==> config.mk <==
export PLATFORM = sky130hd
export DESIGN_NAME = sipo_frame_ctrl
export DESIGN_NICKNAME = d
export VERILOG_FILES = /design/src/rtl/sipo_pkg.sv /design/src/rtl/sipo_shift_reg.sv /design/src/rtl/sipo_frame_ctrl.sv
export SDC_FILE = /design/constraint.sdc
export NUM_CORES = 1
export LEC_CHECK = 0
export ABC_AREA = 1
export CAP_MARGIN = 20
export CORE_UTILIZATION = 46
export DETAILED_ROUTE_END_ITERATION = 6
export PLACE_DENSITY_LB_ADDON = 0.25
export SETUP_SLACK_MARGIN = 0.3
export SYNTH_ARGS = -nofsm -noshare
export SYNTH_HDL_FRONTEND = slang
export SYNTH_SLANG_ARGS = --single-unit
==> constraint.sdc <==
create_clock -name clk -period 1.05 [get_ports clk]
set_input_delay 0.1575 -clock clk [delete_from_list [all_inputs] [get_ports clk]]
set_output_delay 0.1575 -clock clk [all_outputs]
set_load 0.01 [all_outputs]
==> src/rtl/sipo_pkg.sv <==
// -----------------------------------------------------------------------------
// sipo_pkg
//   Shared definitions for the serial-frame receive controller:
//     - state_t        : controller FSM states (IDLE, SHIFT, STOP)
//     - START_BIT      : line level that opens a frame
//     - STOP_BIT       : line level that closes a good frame
//     - cnt_width()    : bit-counter width for a given frame width
// -----------------------------------------------------------------------------
package sipo_pkg;

    typedef enum logic [1:0] {
        IDLE  = 2'd0,
        SHIFT = 2'd1,
        STOP  = 2'd2
    } state_t;

    localparam logic START_BIT = 1'b0;
    localparam logic STOP_BIT  = 1'b1;

    // The counter only has to reach width-1, so clog2(width) bits suffice.
    // Never return 0 so the counter vector stays legal for tiny widths.
    function automatic int cnt_width(input int width);
        int w;
        w = $clog2(width);
        if (w < 1) begin
            w = 1;
        end
        return w;
    endfunction

endpackage : sipo_pkg

==> src/rtl/sipo_shift_reg.sv <==
// -----------------------------------------------------------------------------
// sipo_shift_reg
//   WIDTH-bit serial-in / parallel-out shift register. New bits enter at the
//   MSB and every bit moves one place toward bit 0 on each enabled cycle, so
//   after WIDTH shifts the first bit received sits in bit 0.
//
// Ports:
//   clk       in   system clock
//   rst_n     in   asynchronous active-low reset, clears q
//   shift_en  in   shift one place when high, hold when low
//   si        in   serial data bit
//   q         out  parallel contents [WIDTH-1:0]
// -----------------------------------------------------------------------------
module sipo_shift_reg #(
    parameter int WIDTH = 4
) (
    input  logic             clk,
    input  logic             rst_n,
    input  logic             shift_en,
    input  logic             si,
    output logic [WIDTH-1:0] q
);

    always_ff @(posedge clk or negedge rst_n) begin
        if (!rst_n) begin
            q <= '0;
        end else if (shift_en) begin
            q <= {si, q[WIDTH-1:1]};
        end
    end

endmodule : sipo_shift_reg

==> src/rtl/sipo_frame_ctrl.sv <==
// -----------------------------------------------------------------------------
// sipo_frame_ctrl
//   Serial-frame receive controller. Watches a 1-bit line (one bit per clk),
//   detects a start bit, enables exactly WIDTH shifts of a SIPO register,
//   checks the stop bit and hands the captured word downstream.
//
//   Frame on the line: start (0), WIDTH data bits LSB first, stop (1).
//   Start sampled at edge 0, data at edges 1..WIDTH, stop at edge WIDTH+1;
//   out_valid is high right after edge WIDTH+1. Back-to-back frames with no
//   idle bits between them are accepted.
//
// Ports:
//   clk          in   system clock, rising edge
//   rst_n        in   asynchronous active-low reset; abandons any frame
//   si           in   serial data, synchronous to clk
//   out_data     out  captured word, bit 0 = first data bit received
//   out_valid    out  out_data holds an unconsumed word
//   out_ready    in   consumer accepts the word
//   busy         out  FSM not in IDLE
//   frame_err    out  one-cycle pulse, stop bit was sampled as 0
//   overrun      out  sticky, a good frame arrived while a word was pending
//   clr_overrun  in   synchronous clear of overrun (a same-cycle set wins)
//
// Handshake: a word transfers on a rising edge where out_valid && out_ready.
// out_valid stays high and out_data stays stable until that transfer, except
// that a good frame landing on the transfer edge replaces the word in place.
// out_ready while out_valid is low is ignored.
// -----------------------------------------------------------------------------
module sipo_frame_ctrl
    import sipo_pkg::*;
#(
    parameter int WIDTH = 4
) (
    input  logic             clk,
    input  logic             rst_n,
    input  logic             si,
    output logic [WIDTH-1:0] out_data,
    output logic             out_valid,
    input  logic             out_ready,
    output logic             busy,
    output logic             frame_err,
    output logic             overrun,
    input  logic             clr_overrun
);

    localparam int            CW       = cnt_width(WIDTH);
    localparam logic [CW-1:0] LAST_BIT = CW'(WIDTH - 1);

    state_t           state_q;
    state_t           state_d;
    logic [CW-1:0]    cnt_q;
    logic [WIDTH-1:0] shift_q;

    logic shift_en;
    logic stop_good;
    logic stop_bad;
    logic accept;
    logic load;
    logic ovr_set;

    // ------------------------------------------------------------------
    // Shift register: moves only while the FSM is collecting data bits.
    // ------------------------------------------------------------------
    sipo_shift_reg #(
        .WIDTH (WIDTH)
    ) u_shift (
        .clk      (clk),
        .rst_n    (rst_n),
        .shift_en (shift_en),
        .si       (si),
        .q        (shift_q)
    );

    // ------------------------------------------------------------------
    // FSM: state register
    // ------------------------------------------------------------------
    always_ff @(posedge clk or negedge rst_n) begin
        if (!rst_n) begin
            state_q <= IDLE;
        end else begin
            state_q <= state_d;
        end
    end

    // ------------------------------------------------------------------
    // FSM: next-state logic
    // STOP always returns to IDLE, so a 0 seen in the stop slot is never
    // treated as the start of the next frame.
    // ------------------------------------------------------------------
    always_comb begin
        state_d = state_q;
        case (state_q)
            IDLE: begin
                if (si == START_BIT) begin
                    state_d = SHIFT;
                end
            end
            SHIFT: begin
                if (cnt_q == LAST_BIT) begin
                    state_d = STOP;
                end
            end
            STOP: begin
                state_d = IDLE;
            end
            default: begin
                state_d = IDLE;
            end
        endcase
    end

    // ------------------------------------------------------------------
    // FSM: output decode
    // ------------------------------------------------------------------
    always_comb begin
        busy      = (state_q != IDLE);
        shift_en  = (state_q == SHIFT);
        stop_good = (state_q == STOP) && (si == STOP_BIT);
        stop_bad  = (state_q == STOP) && (si != STOP_BIT);
    end

    // ------------------------------------------------------------------
    // Bit counter: counts data bits inside SHIFT and rests at 0 elsewhere,
    // so every frame starts from 0 and the count never wraps mid-frame.
    // ------------------------------------------------------------------
    always_ff @(posedge clk or negedge rst_n) begin
        if (!rst_n) begin
            cnt_q <= '0;
        end else if ((state_q == SHIFT) && (cnt_q != LAST_BIT)) begin
            cnt_q <= cnt_q + 1'b1;
        end else begin
            cnt_q <= '0;
        end
    end

    // ------------------------------------------------------------------
    // Output register and flags
    // A good frame loads when the slot is empty or is being emptied on the
    // same edge; otherwise the new word is dropped and overrun is raised.
    // ------------------------------------------------------------------
    always_comb begin
        accept  = out_valid && out_ready;
        load    = stop_good && (!out_valid || out_ready);
        ovr_set = stop_good && out_valid && !out_ready;
    end

    always_ff @(posedge clk or negedge rst_n) begin
        if (!rst_n) begin
            out_data  <= '0;
            out_valid <= 1'b0;
        end else if (load) begin
            out_data  <= shift_q;
            out_valid <= 1'b1;
        end else if (accept) begin
            out_valid <= 1'b0;
        end
    end

    always_ff @(posedge clk or negedge rst_n) begin
        if (!rst_n) begin
            overrun <= 1'b0;
        end else if (ovr_set) begin
            overrun <= 1'b1;
        end else if (clr_overrun) begin
            overrun <= 1'b0;
        end
    end

    // Registered so the pulse lands in the cycle after the bad stop bit.
    always_ff @(posedge clk or negedge rst_n) begin
        if (!rst_n) begin
            frame_err <= 1'b0;
        end else begin
            frame_err <= stop_bad;
        end
    end

endmodule : sipo_frame_ctrl
==> results.toml <==
[setup_path]
ff2ff_setup_slack_ns = -0.07
required_ns = 0.89
r2r_end = "overrun"
cp-startpoint = "state_q[0]"
critical_path.max_stage_delay_ns = 0.43
rr_worst_depth = 7
setup.worst_path.end_class = "output port"
arrival_ns = 0.96
r2r_start = "state_q[0]"
crit_chain = "inv_2, nand2_2, buf_6"
cpMaxStageDelayCell = "dfrtp_2"
crit_end = "busy"
crit_fanout = 2
cp.buffers_inverters = 2
start_kind = "flip-flop"
critPathKind = "reg2out"
cp_top_family = "flip-flops"
crit_cells = 3

[synthesis]
yosys_warnings = 0
synth-simple-area-share = 0.273
synth_area_leader_cell = "dfrtp_1"
synth_most_common_cell = "nand2_1"
syn_area_per_cell_um2 = 10.1
syn_inst = 60
synthArstFlopShare = 1.00
synth.distinct_cells = 16
netlist_area_um2 = 606
synth_ff_type = "dfrtp_1"
synth_adder_area_share = 0.0207
synth_top_family_by_area = "simple AND/OR/NAND/NOR gates"
synth_compound_area_frac = 0.0351
yosys-mux-area-fraction = 0
synth.top_cell.area_share = 0.620
synth_edf_count = 0
synth_xor_area_frac = 0
ys_seq_area_frac = 0.620
synth_nets = 66
ys_ff_latch = 15
ys_top_cells_by_area = "dfrtp_1 (62%), nand2_1 (9.9%), inv_1 (4.3%)"
yosys-top-cells-count = "nand2_1 (16), dfrtp_1 (15), inv_1 (7)"

[clock_tree]
cts_max_level = 1
clockBufferDepth = 2
cts_made_buffers = 3
cts_tree = "built"
cts_sinks = 15
clk_pin_slew_ns = 0.09
clock_latency_ns = 0.29
hold_buffers = 0
cts_root_buf = "clkbuf_4"

[global_routing]
grt_pass1_vias = 477
grt_use_total = 0.209
gr-total-overflow = 0
grt_max_degree = 16
antenna_found_initial = 0
grt_pass1_wl_um = 1950

[route]
drt_wl_total_um = 1350
via_count = 524
via_per_inst = 5.09
firstDrtPassIters = 4
first_iter_violations = 13
ant_nets = 0
wl_per_cell_um = 13.1
drc_errors = 0

[place]
post_dp_cell_area_um2 = 774
io_buffers = 12
routabilityCongestion = 0.743
dp_hpwl_um = 772

[layout]
syn_to_final_growth_pct = 46.3
finalInstanceArea_um2 = 886
nets = 96
drive_above_1_share = 0.427
fill_cells = 87
final_util = 0.756
diodes = 0

[power_and_ir_drop]
ir_drop_uv = 1550
netSwitchingFraction = 0.362
p_clk_frac = 0.148
switchingPower_uw = 823
power_density_nw_per_um2 = 2560
leakage_uw = 0.000464
power_frac_comb = 0.447
seqPwrFrac = 0.406
internal-power_uw = 1450

[timing]
period_share = 1.07
setup_viol = 7
hold_viol_final = 0
drv_slew = 0
slew_headroom = 0.873
rsz0062_at_grt = "true"
worst_clock_skew_ns = 0.00244
max_freq_ghz = 0.891
worst_pin_slew_ns = 0.190
period_minus_slack_ns = 1.12
postLayoutSetupSlackWorst_ns = -0.0721

[outcome]
violations = "setup timing"
status = "finished, violations left"

[floorplanning]
start_util = 0.517
fp-row-count = 12
die_h_um = 38.3
die_w_um = 38.3
core_um2 = 1170
die-area_um2 = 1470
io_pins = 13

[worst_hold_path]
min_path_type = "in2async"

[run]
maxCapViolCount = 0
## stage by stage
step	std cells	total power (uW)	setup TNS (ns)	setup slack [ns]	hold slack, ns
finish	103	2270	-0.262	-0.0721	0.192
global route	103	2420	-0.648	-0.109	0.211
detailed placement	89	1690	-0.395	-0.0875	0.430
floorplan	60	1340	0	0.159	-0.138
CTS	97	2040	-0.0697	-0.0318	0.212
global placement	89	1660	-0.365	-0.0688	0.421
## repair_timing
item | CTS | global route
pin swaps | 0 | 3
setup buffers | 4 | 6
resized for setup | 34 | 10
endpoints found under the setup margin | 22 | 23
## power groups by stage
stage	clock network, uW	registers (uW)	logic, uW
CTS	334	908	797
global placement	0	912	746
finish	335	922	1020
global route	365	942	1120
detailed placement	0	917	775
floorplan	0	974	369
## per-layer routing
metal | vias to the layer above | share of wire | GRT usage
met5 | - | 0 | 0
met4 | 0 | 0.017 | 0.107
met3 | 5 | 0.054 | 0.0523
met2 | 21 | 0.51 | 0.352
met1 | 244 | 0.42 | 0.243
li1 | 254 | - | -
## cells in the final DEF, fill, tap and decap left out
master,count
nand3_4,2
ha_1,1
nor2_1,4
dfrtp_1,14
clkbuf_4,3
nand2_4,1
nand2_1,12
nand4_1,4
nand3_2,1
nand3_1,2
a21oi_1,1
buf_4,10
o21ai_0,1
nor2_4,1
nand2_2,4
buf_2,7
clkdlybuf4s50_1,4
inv_1,5
dfrtp_2,1
o22ai_2,1
nor3_1,1
clkbuf_1,1
inv_2,2
o21ai_1,1
buf_6,5
## worst min path at each step
| stage | to | slack, ns | depth (start not counted) |
|---|---|---|---|
| 2_1_floorplan | cnt_q[0] | -0.14 | 0 |
| 3_3_place_gp | cnt_q[0] | 0.42 | 1 |
| 3_5_place_dp | cnt_q[0] | 0.43 | 1 |
| 4_1_cts | out_data[0] | 0.21 | 2 |
| 5_1_grt | out_data[0] | 0.21 | 2 |
| 6_report | out_data[0] | 0.19 | 2 |
## flip-flops by register name (all words and copies together) (netlist names)
signal and count:
out_valid 1, u_shift.q 4, out_data 4, state_q 2
overrun 1, cnt_q 2, frame_err 1
## cell families (layout without fill, tap and decap cells)
logic type,count (synthesis),after routing
buf+inv,8,37
compound gates,4,4
simple gates,32,32
flops,15,15
fa+ha+maj,1,1
## area by class of cell
| cell class | count | area [um^2] | area share |
|---|---|---|---|
| Sequential cell | 15 | 377 | 0.425 |
| Multi-Input combinational cell | 37 | 233 | 0.263 |
| Timing Repair Buffer | 26 | 206 | 0.233 |
| Clock buffer | 4 | 26.3 | 0.0297 |
| Inverter | 7 | 26.3 | 0.0297 |
| Tap cell | 14 | 17.5 | 0.0198 |
Note: power is estimated with default switching activity, not from simulation.
==> RTL change 1, RTL diff (same settings) <==
Re-encode `state_t` (3 states) as one-hot, 3 bits wide.
--- a/src/rtl/sipo_pkg.sv
+++ b/src/rtl/sipo_pkg.sv
@@ -10,6 +10,6 @@
 
-    typedef enum logic [1:0] {
-        IDLE  = 2'd0,
-        SHIFT = 2'd1,
-        STOP  = 2'd2
+    typedef enum logic [2:0] {
+        IDLE  = 3'b001,
+        SHIFT = 3'b010,
+        STOP  = 3'b100
     } state_t;
Behaviour: no difference found for any inputs over 10 cycles, from zero or initial values and one cycle with rst_n low; not proved beyond that.
==> RTL change 1 against the original RTL <==
- the flow still finishes with violations (negative setup slack)
- sequential share of layout area is 2.1 points lower
- power is 7.7% lower
- design area is 12% higher
- count of clock-buffer cells in the layout stayed put
- worst setup slack worse by 0.067 ns
- sequential cell count is 1 higher
- synthesized area is 8.9% higher
- routed wire length is 3.0% lower
==> RTL change 1: results (changes against the original RTL) <==
largest cells by area after synthesis=dfrtp_1, nand2_1, nand4_1; placed cell areas=891 µm² (+15%); Placement Setup Slack=-0.182 ns (-0.0947 ns); post-synthesis adder-cell area fraction=1.90% (-0.17 points); GP Congestion=0.746 (+0.38%); DPL Wire Length=840 µm (+8.8%); H-tree lvl count=1 (unchanged); wire length of the first global-routing pass=2.04 mm (+4.6%); sequential area share after synthesis=60.9% (-1.1 points); Post-CTS Setup Repair Bufs=3 (-1); Clock Path Buffers=2 (unchanged); root buf cell=clkbuf_4; setup ws final=-0.139 ns (-0.0667 ns); Critical-path top delay cell=dfstp_2; GRT Total Usage=20.6% (-0.24 points); status=complete, but fails checks; xor/xnor share of the synthesized area=0% (unchanged); Worst-Margin Slew=0.175 ns (-0.0152 ns); synth warn=0 (unchanged); TritonCTS Buffers=3 (unchanged); mux cell area share after synthesis=0% (unchanged); layout net count=105 (+9.4%); Compound-Gate Fraction of Synth Area=5.50% (+2.0 points); worst skew pair latency=0.28 ns; CP max stage delay=0.56 ns (+0.13 ns); Leakage Power=0.000515 µW (+11%); violated checks=negative setup slack; 1st-iter DRT viols=11 (-2); Routed WL=1.30 mm (-3.0%); Post-synth top cells=dfrtp_1, nand2_1, inv_1; PostCTS Resize Cnt=44 (+29%); worst vdd ir=0.00154 V (-0.80%); vias in the first global route=468 (-1.9%); layout cells sized above 1=40.8% (-1.9 points); largest net degree at the start of global routing=17 (+1); ANT cells=0 (unchanged); Arrival @ worst endpoint=1.03 ns (+0.07 ns); Synthesized Nets=74 (+12%); setup violators final=14 (+7); Synth Flop Type=dfrtp_1; biggest regs=out_data (4), u_shift.q (4), state_q (3); Final Skew=0.00197 ns (-0.000467 ns); worst hold path type=input port to async pin; kind of cell adding the most delay to the critical path=flip-flops; total number of vias=556 (+6.1%); Synth cell types=17 (+1); clock-pin slew on the worst setup and hold paths=0.09 ns (about the same)
## RTL change 1: changes by cell type after synthesis, moves of 3 or more
cell / before / now
nand4_1: 4 / 7
inv_1: 7 / 10
nand3_1: 4 / 1
o21ai_0: 1 / 4
## RTL change 1: path summary, 6_finish.rpt
check	from	end	slack, ns	depth (start not counted)
worst max-delay path	state_q[0]	busy	-0.14	2
worst min-delay path	rst_n	u_shift.q[3]	0.21	2
worst max register to register	state_q[0]	out_data[0]	-0.11	6
worst min register to register	cnt_q[0]	cnt_q[0]	0.47	1
max in group asynchronous	rst_n	state_q[0]	0.64	2
min in group clk	cnt_q[0]	cnt_q[0]	0.47	1
## RTL change 1: cells by family after synthesis
kind of cell	count (synthesis)
buf+inv	12
simple gates	32
compound gates	7
fa+ha+maj	1
flops	16
## RTL change 1: metal layers
layer  global-route usage [%]  share of wire [%]
met1                     23.7                 43
met2                     34.7                 51
met3                     5.11                4.7
met4                     10.3               0.92
met5                        0                  0
## RTL change 1: stage by stage
stage          hold slack, ns  cells  TNS [ns]
3_3_place_gp            0.420    104    -0.722
2_1_floorplan          -0.138     68         0
5_1_grt                 0.202    113     -1.89
4_1_cts                 0.208    112     -1.12
3_5_place_dp            0.439    104    -0.929
6_report                0.207    113     -1.05
## RTL change 1: layout make-up
type / count / area, µm²
Timing Repair Buffer: 26 / 224
Inverter: 11 / 46.3
Tap cell: 15 / 18.8
Fill cell: 95 / 324
Clock buffer: 4 / 36.3
Sequential cell: 16 / 402
Multi-Input combinational cell: 41 / 267
## RTL change 1: report_power, final
group	leakage (µW)	internal (µW)	switching, µW
Sequential	0.000211	766	103
Clock	0.0000210	211	182
Combinational	0.000283	404	431
==> RTL change 2, RTL diff (config.mk and constraints unchanged) <==
Without the edit above. `WIDTH` is set to 4 in 2 places; all go to 5.
--- a/src/rtl/sipo_shift_reg.sv
+++ b/src/rtl/sipo_shift_reg.sv
@@ -14,3 +14,3 @@
 module sipo_shift_reg #(
-    parameter int WIDTH = 4
+    parameter int WIDTH = 5
 ) (
--- a/src/rtl/sipo_frame_ctrl.sv
+++ b/src/rtl/sipo_frame_ctrl.sv
@@ -31,3 +31,3 @@
 #(
-    parameter int WIDTH = 4
+    parameter int WIDTH = 5
 ) (
Interface: changed (resized out_data); port bits go from 13 to 14. No check against the original RTL was run, so the function may have changed too.
==> RTL change 2 against the original RTL <==
- the flow still finishes with violations (negative setup slack)
- critical path type is now flip-flop to flip-flop
- sequential share of layout area rose by 0.26 points
- routed wire length rose by 12%
- via count rose by 17%
- synthesized area rose by 22%
- sequential cell count rose by 3
- non-clock buffer count did not move
- utilization fell by 5.5 points
- worst setup slack got worse by 0.046 ns
- first-iteration DRC count fell by 46%
- design area rose by 19%
- sequential power rose by 23%
- power rose by 22%
==> RTL change 2: results (changes against the original RTL) <==
Synthesized Nets=80 (+21%); WL/cell=12.7 µm (-3.0%); Compound-Gate Fraction of Synth Area=4.22% (+0.71 points); vias in the first global route=556 (+17%); setup violators final=17 (+10); 1st-iter DRT viols=7 (-6); WL met2=754 µm (+10%); setup ws final=-0.118 ns (-0.0462 ns); Synth cell types=19 (+3); post-synthesis adder-cell area fraction=3.38% (+1.3 points); GR Util met3=4.31% (-0.92 points); largest cells by area after synthesis=dfrtp_1, nand2_1, nand4_1; Buffers on Ports=13 (+1); Filler cells=114 (+31%); Finished Layout Cells=119 (+16%); Post-synth top cells=dfrtp_1, nand2_1, inv_1; Post-CTS Setup Repair Bufs=3 (-1); biggest regs=out_data (5), u_shift.q (5), cnt_q (3); root buf cell=clkbuf_4; syn avg cell area=10.1 µm² (+0.53%); CP endpoint=out_data[3]; max-slew violations=0 (unchanged); status=complete, but fails checks; worst-path fanout max=6 (+4); H-tree lvl count=1 (unchanged); Placement Setup Slack=-0.113 ns (-0.0258 ns); layout cells sized above 1=42.7% (about the same); DPL Wire Length=877 µm (+14%); met1 GRT Util=21.6% (-2.7 points); violated checks=negative setup slack; Final Skew=0.0102 ns (+0.00776 ns); largest net degree at the start of global routing=19 (+3); sequential area share after synthesis=60.8% (-1.2 points); origin of the worst setup path=state_q[0]; max layer used=met4; mux cell area share after synthesis=0% (unchanged); clock-pin slew on the worst setup and hold paths=0.12 ns (+0.03 ns); met2 Track Usage GR=29.7% (-5.5 points); GP Congestion=0.724 (-2.6%); placed cell count=105 (+18%); PostCTS Resize Cnt=46 (+35%); xor/xnor share of the synthesized area=1.18% (+1.2 points); wire length of the first global-routing pass=2.37 mm (+22%); FF-to-FF path depth=6 (-1); Leakage Power=0.000548 µW (+18%); synth warn=0 (unchanged); Arrival @ worst endpoint=1.36 ns (+0.40 ns); worst vdd ir=0.00140 V (-9.7%); GRT Total Usage=18.0% (-2.9 points); total number of vias=613 (+17%); Worst-Margin Slew=0.232 ns (+0.0417 ns); metal3 WL=62 µm (-14%); Crit Path Class=flip-flop to flip-flop; met1 WL=663 µm (+18%)
## RTL change 2: where the power goes
group	internal, µW	switching, µW	leakage (µW)	total [µW]
Sequential	957	174	0.000227	1130
Combinational	597	600	0.000300	1200
Clock	211	229	0.0000210	440
## RTL change 2: cell type report
cell class | count | area, µm² | area share (%)
repair buffers | 26 | 200 | 19.0
flip-flops and latches | 18 | 452 | 42.8
multi-input cells | 46 | 314 | 29.7
well taps | 16 | 20.0 | 1.90
clock buffers | 4 | 36.3 | 3.44
inverters | 9 | 33.8 | 3.20
## RTL change 2: worst min path at each step
stage / startpoint / depth (start not counted) / slack [ns] / end
after floorplan: rst_n / 0 / -0.14 / cnt_q[0]
after global placement: out_data[3] / 2 / 0.46 / out_data[3]
after detailed placement: out_data[4] / 2 / 0.46 / out_data[4]
after CTS: rst_n / 2 / 0.20 / u_shift.q[4]
after global routing: rst_n / 2 / 0.19 / overrun
final: rst_n / 2 / 0.18 / out_data[4]
## RTL change 2: kinds of logic (layout without fill, tap and decap cells)
logic type / count (synthesis) / count (layout)
adders and majority gates: 2 / 2
xor gates and xnor gates: 1 / 1
and+or+nand+nor: 36 / 37
buffers and inverters: 10 / 39
AOI/OAI and AO/OA: 6 / 6
DFF: 18 / 18
## RTL change 2: worst max-delay path: cells and delay by family, from the launching register on
family        cells  cell delay (ns)
buf+inv           2             0.23
simple gates      4             0.41
flops             1             0.43
## RTL change 2: per-stage QoR
step / TNS, ns / hold WS (ns) / total power [µW] / area [µm²]
2_1_floorplan: 0 / -0.138 / 1700 / 764
3_3_place_gp: -0.562 / 0.461 / 2070 / 940
3_5_place_dp: -0.676 / 0.460 / 2110 / 940
4_1_cts: -1.04 / 0.196 / 2630 / 1000
5_1_grt: -1.75 / 0.187 / 2970 / 1060
6_report: -1.06 / 0.180 / 2770 / 1060
